### src/rtl/serial_tx_fifo_if.sv
// Register bus between the data-memory side and the serial transmitter.
interface serial_tx_fifo_if;
  logic        sel;
  logic        we;
  logic [31:0] addr;
  logic [31:0] din;
  logic [31:0] dout;

  modport master (output sel, output we, output addr, output din, input dout);
  modport slave  (input sel, input we, input addr, input din, output dout);
endinterface

### src/rtl/serial_tx_fifo.sv
// Memory-mapped UART transmitter with a transmit FIFO, STATUS and DIV registers.
// Define SERIAL_TX_PARITY_EN to insert an even-parity bit between data and stop.
module serial_tx_fifo #(
  parameter int CLK_DIV    = 434,
  parameter int FIFO_DEPTH = 16,
  parameter int DATA_BITS  = 8
) (
  input  logic             clock,
  input  logic             reset,
  serial_tx_fifo_if.slave  bus,
  output logic             tx,
  output logic             irq
);
  localparam int PTR_W = $clog2(FIFO_DEPTH);
  localparam int CNT_W = PTR_W + 1;
  localparam int BIT_W = $clog2(DATA_BITS);
  localparam logic [CNT_W-1:0] FULL_CNT = CNT_W'(FIFO_DEPTH);
  localparam logic [BIT_W-1:0] LAST_BIT = BIT_W'(DATA_BITS - 1);
  localparam logic [15:0]      DIV_RST  = 16'(CLK_DIV);
`ifdef SERIAL_TX_PARITY_EN
  localparam logic PARITY_EN = 1'b1;
`else
  localparam logic PARITY_EN = 1'b0;
`endif

  typedef enum logic [2:0] {
    S_IDLE,
    S_START,
    S_DATA,
`ifdef SERIAL_TX_PARITY_EN
    S_PARITY,
`endif
    S_STOP
  } state_t;

  logic [DATA_BITS-1:0] mem [FIFO_DEPTH];
  logic [PTR_W-1:0]     wr_ptr_reg, rd_ptr_reg;
  logic [CNT_W-1:0]     count_reg;
  logic [15:0]          div_reg, frame_div_reg;
  logic [15:0]          timer_reg, timer_next;
  logic [BIT_W-1:0]     bit_cnt_reg, bit_cnt_next;
  logic [DATA_BITS-1:0] shift_reg;
  logic                 overflow_reg;
  logic                 tx_reg, tx_next;
  state_t               state_reg, state_next;
  logic                 shift_en, bit_done;
`ifdef SERIAL_TX_PARITY_EN
  logic                 parity_reg;
`endif

  logic [1:0]  reg_sel;
  logic        wr_en, data_wr, full, empty, push, pop;
  logic [31:0] status;
  logic        unused_bits;

  assign reg_sel     = bus.addr[3:2];
  assign wr_en       = bus.sel & bus.we;
  assign data_wr     = wr_en & (reg_sel == 2'd0);
  assign full        = (count_reg == FULL_CNT);
  assign empty       = (count_reg == '0);
  // Full is judged before any same-cycle pop, so a push into a full FIFO is always dropped.
  assign push        = data_wr & ~full;
  assign pop         = (state_reg == S_IDLE) & ~empty;
  assign bit_done    = (timer_reg == 16'd0);
  assign unused_bits = ^{bus.addr[31:4], bus.addr[1:0], bus.din[31:16]};

  always_ff @(posedge clock) begin
    if (push) mem[wr_ptr_reg] <= bus.din[DATA_BITS-1:0];
  end

  always_ff @(posedge clock) begin
    if (reset) begin
      wr_ptr_reg    <= '0;
      rd_ptr_reg    <= '0;
      count_reg     <= '0;
      div_reg       <= DIV_RST;
      frame_div_reg <= DIV_RST;
      overflow_reg  <= 1'b0;
      shift_reg     <= '0;
    end else begin
      if (push) wr_ptr_reg <= wr_ptr_reg + PTR_W'(1);
      if (pop)  rd_ptr_reg <= rd_ptr_reg + PTR_W'(1);
      case ({push, pop})
        2'b10:   count_reg <= count_reg + CNT_W'(1);
        2'b01:   count_reg <= count_reg - CNT_W'(1);
        default: count_reg <= count_reg;
      endcase
      if (data_wr & full)
        overflow_reg <= 1'b1;
      else if (wr_en && reg_sel == 2'd1 && bus.din[3])
        overflow_reg <= 1'b0;
      if (wr_en && reg_sel == 2'd2)
        div_reg <= (bus.din[15:0] == 16'd0) ? 16'd1 : bus.din[15:0];
      // The frame keeps its own copy of the divisor so DIV writes only affect later frames.
      if (pop) begin
        frame_div_reg <= div_reg;
        shift_reg     <= mem[rd_ptr_reg];
      end else if (shift_en) begin
        shift_reg <= shift_reg >> 1;
      end
    end
  end

  always_ff @(posedge clock) begin
    if (reset) begin
      state_reg   <= S_IDLE;
      timer_reg   <= '0;
      bit_cnt_reg <= '0;
      tx_reg      <= 1'b1;
    end else begin
      state_reg   <= state_next;
      timer_reg   <= timer_next;
      bit_cnt_reg <= bit_cnt_next;
      tx_reg      <= tx_next;
    end
  end

`ifdef SERIAL_TX_PARITY_EN
  always_ff @(posedge clock) begin
    if (reset || pop)
      parity_reg <= 1'b0;
    else if (state_reg == S_DATA && bit_done)
      parity_reg <= parity_reg ^ shift_reg[0];
  end
`endif

  // tx_next is the line level for the state being entered, so tx stays a clean register output.
  always_comb begin
    state_next   = state_reg;
    timer_next   = (state_reg != S_IDLE && !bit_done) ? timer_reg - 16'd1 : timer_reg;
    bit_cnt_next = bit_cnt_reg;
    shift_en     = 1'b0;
    tx_next      = tx_reg;
    case (state_reg)
      S_IDLE: begin
        tx_next = 1'b1;
        if (!empty) begin
          state_next = S_START;
          timer_next = div_reg - 16'd1;
          tx_next    = 1'b0;
        end
      end
      S_START: begin
        if (bit_done) begin
          state_next   = S_DATA;
          timer_next   = frame_div_reg - 16'd1;
          bit_cnt_next = '0;
          tx_next      = shift_reg[0];
        end
      end
      S_DATA: begin
        if (bit_done) begin
          timer_next = frame_div_reg - 16'd1;
          if (bit_cnt_reg == LAST_BIT) begin
`ifdef SERIAL_TX_PARITY_EN
            state_next = S_PARITY;
            tx_next    = parity_reg ^ shift_reg[0];
`else
            state_next = S_STOP;
            tx_next    = 1'b1;
`endif
          end else begin
            shift_en     = 1'b1;
            bit_cnt_next = bit_cnt_reg + BIT_W'(1);
            tx_next      = shift_reg[1];
          end
        end
      end
`ifdef SERIAL_TX_PARITY_EN
      S_PARITY: begin
        if (bit_done) begin
          state_next = S_STOP;
          timer_next = frame_div_reg - 16'd1;
          tx_next    = 1'b1;
        end
      end
`endif
      S_STOP: begin
        if (bit_done) begin
          state_next = S_IDLE;
          tx_next    = 1'b1;
        end
      end
      default: begin
        state_next = S_IDLE;
        tx_next    = 1'b1;
      end
    endcase
  end

  always_comb begin
    status             = '0;
    status[0]          = full;
    status[1]          = empty;
    status[2]          = (state_reg != S_IDLE);
    status[3]          = overflow_reg;
    status[4]          = PARITY_EN;
    status[8 +: CNT_W] = count_reg;
  end

  always_comb begin
    case (reg_sel)
      2'd1:    bus.dout = status;
      2'd2:    bus.dout = {16'b0, div_reg};
      default: bus.dout = 32'd0;
    endcase
  end

  assign tx  = tx_reg;
  assign irq = empty & (state_reg == S_IDLE);
endmodule
### src/flat_wrapper.sv
// flat-port wrapper written by rule: the top's interface ports become plain ports
module serial_tx_fifo_flat 
#(
  parameter int CLK_DIV    = 434,
  parameter int FIFO_DEPTH = 16,
  parameter int DATA_BITS  = 8
)
  (clock, reset, tx, irq, bus_sel, bus_we, bus_addr, bus_din, bus_dout);
  serial_tx_fifo_if bus_i ();
  input  logic clock;
  input  logic reset;
  output logic tx;
  output logic irq;
  input wire logic [$bits(bus_i.sel)-1:0] bus_sel;
  input wire logic [$bits(bus_i.we)-1:0] bus_we;
  input wire logic [$bits(bus_i.addr)-1:0] bus_addr;
  input wire logic [$bits(bus_i.din)-1:0] bus_din;
  output wire logic [$bits(bus_i.dout)-1:0] bus_dout;
  assign bus_i.sel = bus_sel;
  assign bus_i.we = bus_we;
  assign bus_i.addr = bus_addr;
  assign bus_i.din = bus_din;
  assign bus_dout = bus_i.dout;
  serial_tx_fifo #(.CLK_DIV(CLK_DIV), .FIFO_DEPTH(FIFO_DEPTH), .DATA_BITS(DATA_BITS)) u_core (.clock(clock), .reset(reset), .bus(bus_i), .tx(tx), .irq(irq));
endmodule
### config.mk
export PLATFORM = sky130hd
export DESIGN_NAME = serial_tx_fifo_flat
export DESIGN_NICKNAME = d
export VERILOG_FILES = /design/src/rtl/serial_tx_fifo_if.sv /design/src/rtl/serial_tx_fifo.sv /design/src/flat_wrapper.sv
export SDC_FILE = /design/constraint.sdc
export NUM_CORES = 1
export LEC_CHECK = 0
export ABC_CLOCK_PERIOD_IN_PS = 3700
export CAP_MARGIN = 10
export CORE_ASPECT_RATIO = 1.4
export CORE_MARGIN = 2
export CORE_UTILIZATION = 45
export CTS_BUF_LIST = sky130_fd_sc_hd__clkbuf_8 sky130_fd_sc_hd__clkbuf_16
export DETAILED_ROUTE_END_ITERATION = 10
export PLACE_DENSITY = 0.74
export SETUP_SLACK_MARGIN = 0.5
export SYNTH_ARGS = -nofsm -noshare
export SYNTH_HDL_FRONTEND = slang
export SYNTH_SLANG_ARGS = --single-unit
### constraint.sdc
create_clock -name clock -period 3.7 [get_ports clock]
set_input_delay 0.74 -clock clock [delete_from_list [all_inputs] [get_ports clock]]
set_output_delay 0.74 -clock clock [all_outputs]
set_load 0.03 [all_outputs]
==> tab_implementation.tex <==
\begin{tabular}{lr}
\hline
Metric & Value \\
\hline
\multicolumn{2}{l}{\textbf{Status}} \\
Run status & complete, no violations \\
\multicolumn{2}{l}{\textbf{Die}} \\
Starting density of the core & 0.4573 \\
Vert. Die Dim & 177.4 um \\
Width of the chip & 127.8 um \\
Core area & 21130 sq um \\
Number of rows in the core area & 63 \\
Number of ports placed on the die boundary & 102 \\
Die area & 22670 sq um \\
\multicolumn{2}{l}{\textbf{GRT}} \\
First-pass GRT wire length & 32.87 mm \\
Number of global-route vias before repair & 6195 \\
Overall routing resource usage & 0.1858 \\
Leftover overflow at the end of global routing & 0 \\
Pin count of the biggest net entering global routing & 60 \\
Antenna violations before repair & 0 \\
\multicolumn{2}{l}{\textbf{Worst hold path}} \\
Worst min-delay path category & flip-flop to flip-flop \\
\multicolumn{2}{l}{\textbf{Timing}} \\
Number of hold violations in the final report & 0 \\
Minimum clock period after layout & 3.091 ns \\
Count of final setup violators & 0 \\
Final setup skew & 0.009940 ns \\
Final cycle utilization of the critical path & 0.8353 \\
Number of max-slew violations in the final report & 0 \\
Relative max-transition margin & 0.5218 \\
Setup repair after global routing missed its margin & false \\
Worst setup slack after layout & 0.6094 ns \\
Total Negative Setup Slacks & 0 ns \\
Highest clock rate & 323.6 MHz \\
Transition at the pin with the smallest max-transition slack & 0.7119 ns \\
\multicolumn{2}{l}{\textbf{Synth}} \\
Count of mapped cells out of synthesis & 772 \\
Most instantiated flip-flop cell in the synthesis netlist & sky130\_fd\_sc\_hd\_\_edfxtp\_1 \\
Number of enable flip-flop cells after synthesis & 128 \\
Fraction of registers with async set or reset after synthesis & 0 \\
Yosys warnings & 0 \\
Number of synthesized register bits & 208 \\
Netlist Area Pre-Place & 9661 sq um \\
Number of distinct standard cells referenced by the synthesized netlist & 74 \\
Synthesized area divided by synthesized cell count & 12.51 sq um \\
Part of the Yosys area used for sequential elements & 0.5637 \\
\multicolumn{2}{l}{\textbf{Setup path}} \\
Worst setup slack for register-to-register paths & 0.68 ns \\
CP Buf/Inv Count & 3 \\
Critical path type & input port to output pin \\
Cell class contributing the biggest share of worst-path delay & buffers and inverters \\
Data required, critical path & 2.96 ns \\
Slowest library cell on the worst path & sky130\_fd\_sc\_hd\_\_clkdlybuf4s50\_1 \\
Crit path DAT & 2.35 ns \\
Capturing element type of the critical path & output pin \\
Crit-path max FO & 10 \\
Cell-by-cell listing of the critical path & clkdlybuf4s50\_1 -> inv\_1 -> ha\_1 -> a32oi\_1 -> nor2b\_1 -> dlygate4sd2\_1 \\
Maximum single-stage delay on the critical path & 0.44 ns \\
Critical path startpoint category & input port \\
\multicolumn{2}{l}{\textbf{Drt}} \\
Initial detailed-routing violation count & 420 \\
Via count of the routed design & 6157 \\
Count of nets left with antenna violations after detail routing & 0 \\
Mean number of vias per cell & 5.613 \\
Drt first pass iters & 6 \\
Per-cell routed wire length & 19.02 um \\
Total length of routed wires & 20.87 mm \\
Drc violations & 0 \\
\multicolumn{2}{l}{\textbf{Clock network}} \\
Post\_cts resized & 19 \\
Max Buffers Root-to-Sink & 3 \\
Cts bufs inserted & 20 \\
TritonCTS clock tree & done \\
Number of hold-repair buffers added at the cts stage & 0 \\
Clock tree sinks & 208 \\
H-tree depth reported by CTS & 1 \\
Clk root buf & sky130\_fd\_sc\_hd\_\_clkbuf\_16 \\
Clk Latency, worst-skew pair & 0.49 ns \\
Count of buffers added by post-CTS timing repair for setup & 0 \\
Clk pin slew, worst setup/hold paths & 0.06 ns \\
\multicolumn{2}{l}{\textbf{Layout}} \\
Filler cell count & 1763 \\
ANT cells & 0 \\
Number of standard cells in the layout, taps in and fillers out & 1097 \\
Layout net count & 914 \\
Largest register by flop count & u\_core.mem \\
Most frequent cells in the layout & sky130\_fd\_sc\_hd\_\_edfxtp\_1, sky130\_fd\_sc\_hd\_\_nand2\_1, sky130\_fd\_sc\_hd\_\_dfxtp\_1 \\
Multi-input logic area & 3916 sq um \\
Area overhead of the layout relative to synthesis & 13.90\% \\
Max FFs per register & 128 \\
Most common library cell in the layout ignoring fill and taps & sky130\_fd\_sc\_hd\_\_edfxtp\_1 \\
Storage cell area & 5446 sq um \\
Share of cells above drive strength 1 & 0.1613 \\
\multicolumn{2}{l}{\textbf{Placed design}} \\
Gp weighted congestion & 0.8005 \\
DP Worst Slack & 0.2973 ns \\
DP Wirelength & 14.48 mm \\
Inst Count DP & 1061 \\
Count of buffers from port buffering & 39 \\
\multicolumn{2}{l}{\textbf{Power and ir drop}} \\
Maximum VDD drop & 485.5 uV \\
Power density normalized to cell area & 685.3 nW/um\^{}2 \\
Leakage power of the design & 3.762 nW \\
\multicolumn{2}{l}{\textbf{Job}} \\
Maxcap violations & 0 \\
\hline
\end{tabular}
-- logic make-up after synthesis --
family / synth area share
multiplexers: 0.1048
buffers and inverters: 0.03873
AO/OA/AOI/OAI: 0.07926
adder cells (fa/ha/maj): 0.03057
flip-flops: 0.5637
other: 0.0003882
XOR/XNOR: 0.04170
AND/OR/NAND/NOR: 0.1409
-- worst reg2reg max path, stage by stage, from the launching register on --
cell and delay [ns]:
sky130_fd_sc_hd__dfxtp_1 0.38, sky130_fd_sc_hd__or4_4 0.64, sky130_fd_sc_hd__o21ai_4 0.18, sky130_fd_sc_hd__inv_1 0.10
sky130_fd_sc_hd__ha_2 0.24, sky130_fd_sc_hd__fa_1 0.46, sky130_fd_sc_hd__a21o_1 0.19, sky130_fd_sc_hd__a21oi_1 0.17
sky130_fd_sc_hd__xor2_1 0.10, sky130_fd_sc_hd__or3_1 0.31, sky130_fd_sc_hd__a21oi_1 0.15
-- layer usage --
layer	GRT usage	part of all wire
met2	0.3556	0.55
met3	0.01990	0.031
met4	0.07326	0.036
met1	0.2090	0.38
met5	0	0
-- through the flow --
stage / hold WS (ns) / instance area [sq um] / util / total power (W)
after floorplan: 0.4356 / 9731 / - / 0.004964
after global placement: 0.4461 / 10360 / 0.4906 / 0.005523
after detailed placement: 0.4579 / 10360 / 0.4906 / 0.005574
after CTS: 0.4669 / 11000 / 0.5207 / 0.007590
after global routing: 0.4880 / 11000 / 0.5208 / 0.007946
final: 0.4656 / 11000 / 0.5208 / 0.007540
-- report_power, final --
part	internal, W	switching, W	total, W	leakage (nW)
Sequential	0.00264	0.000230	0.00287	1.80
Clock	0.00117	0.000837	0.00201	0.323
Combinational	0.00108	0.00158	0.00266	1.64
Total	0.00489	0.00265	0.00754	3.76
-- cells in the mapped netlist, drive strengths merged (10+ instances only) --
library cell	number	area (sq um)
edfxtp	128	3844
nand2	89	334.1
dfxtp	80	1602
nor2	48	187.7
mux4	40	900.9
a21oi	39	195.2
buf	31	216.5
xnor2	30	262.8
clkbuf	25	93.84
ha	22	275.3
nor3	20	116.4
inv	17	63.81
nor4	17	148.9
o21ai	16	91.34
xor2	16	140.1
nand3	13	65.06
nor2b	11	68.82
mux2i	10	100.1
nand4	10	77.57
-- final cells by class --
type | instances | share of cell area
Timing Repair Buffer | 70 | 0.05424
Clock inverter | 15 | 0.01171
Inverter | 17 | 0.005799
Clock buffer | 21 | 0.04776
Tap cell | 260 | 0.02957
Multi-Input combinational cell | 506 | 0.3559
Sequential cell | 208 | 0.4950
-- path summary, 6_finish.rpt --
check / from / endpoint / depth (start not counted)
max: bus_addr[3] / bus_dout[0] / 6
min: u_core.bit_cnt_reg[2]$_SDFFE_PP0P_ / u_core.bit_cnt_reg[2]$_SDFFE_PP0P_ / 2
max reg2reg: u_core.count_reg[0]$_SDFFE_PP0P_ / u_core.count_reg[4]$_SDFFE_PP0P_ / 10
min reg2reg: u_core.bit_cnt_reg[2]$_SDFFE_PP0P_ / u_core.bit_cnt_reg[2]$_SDFFE_PP0P_ / 2
(Power assumes the default switching activity.)
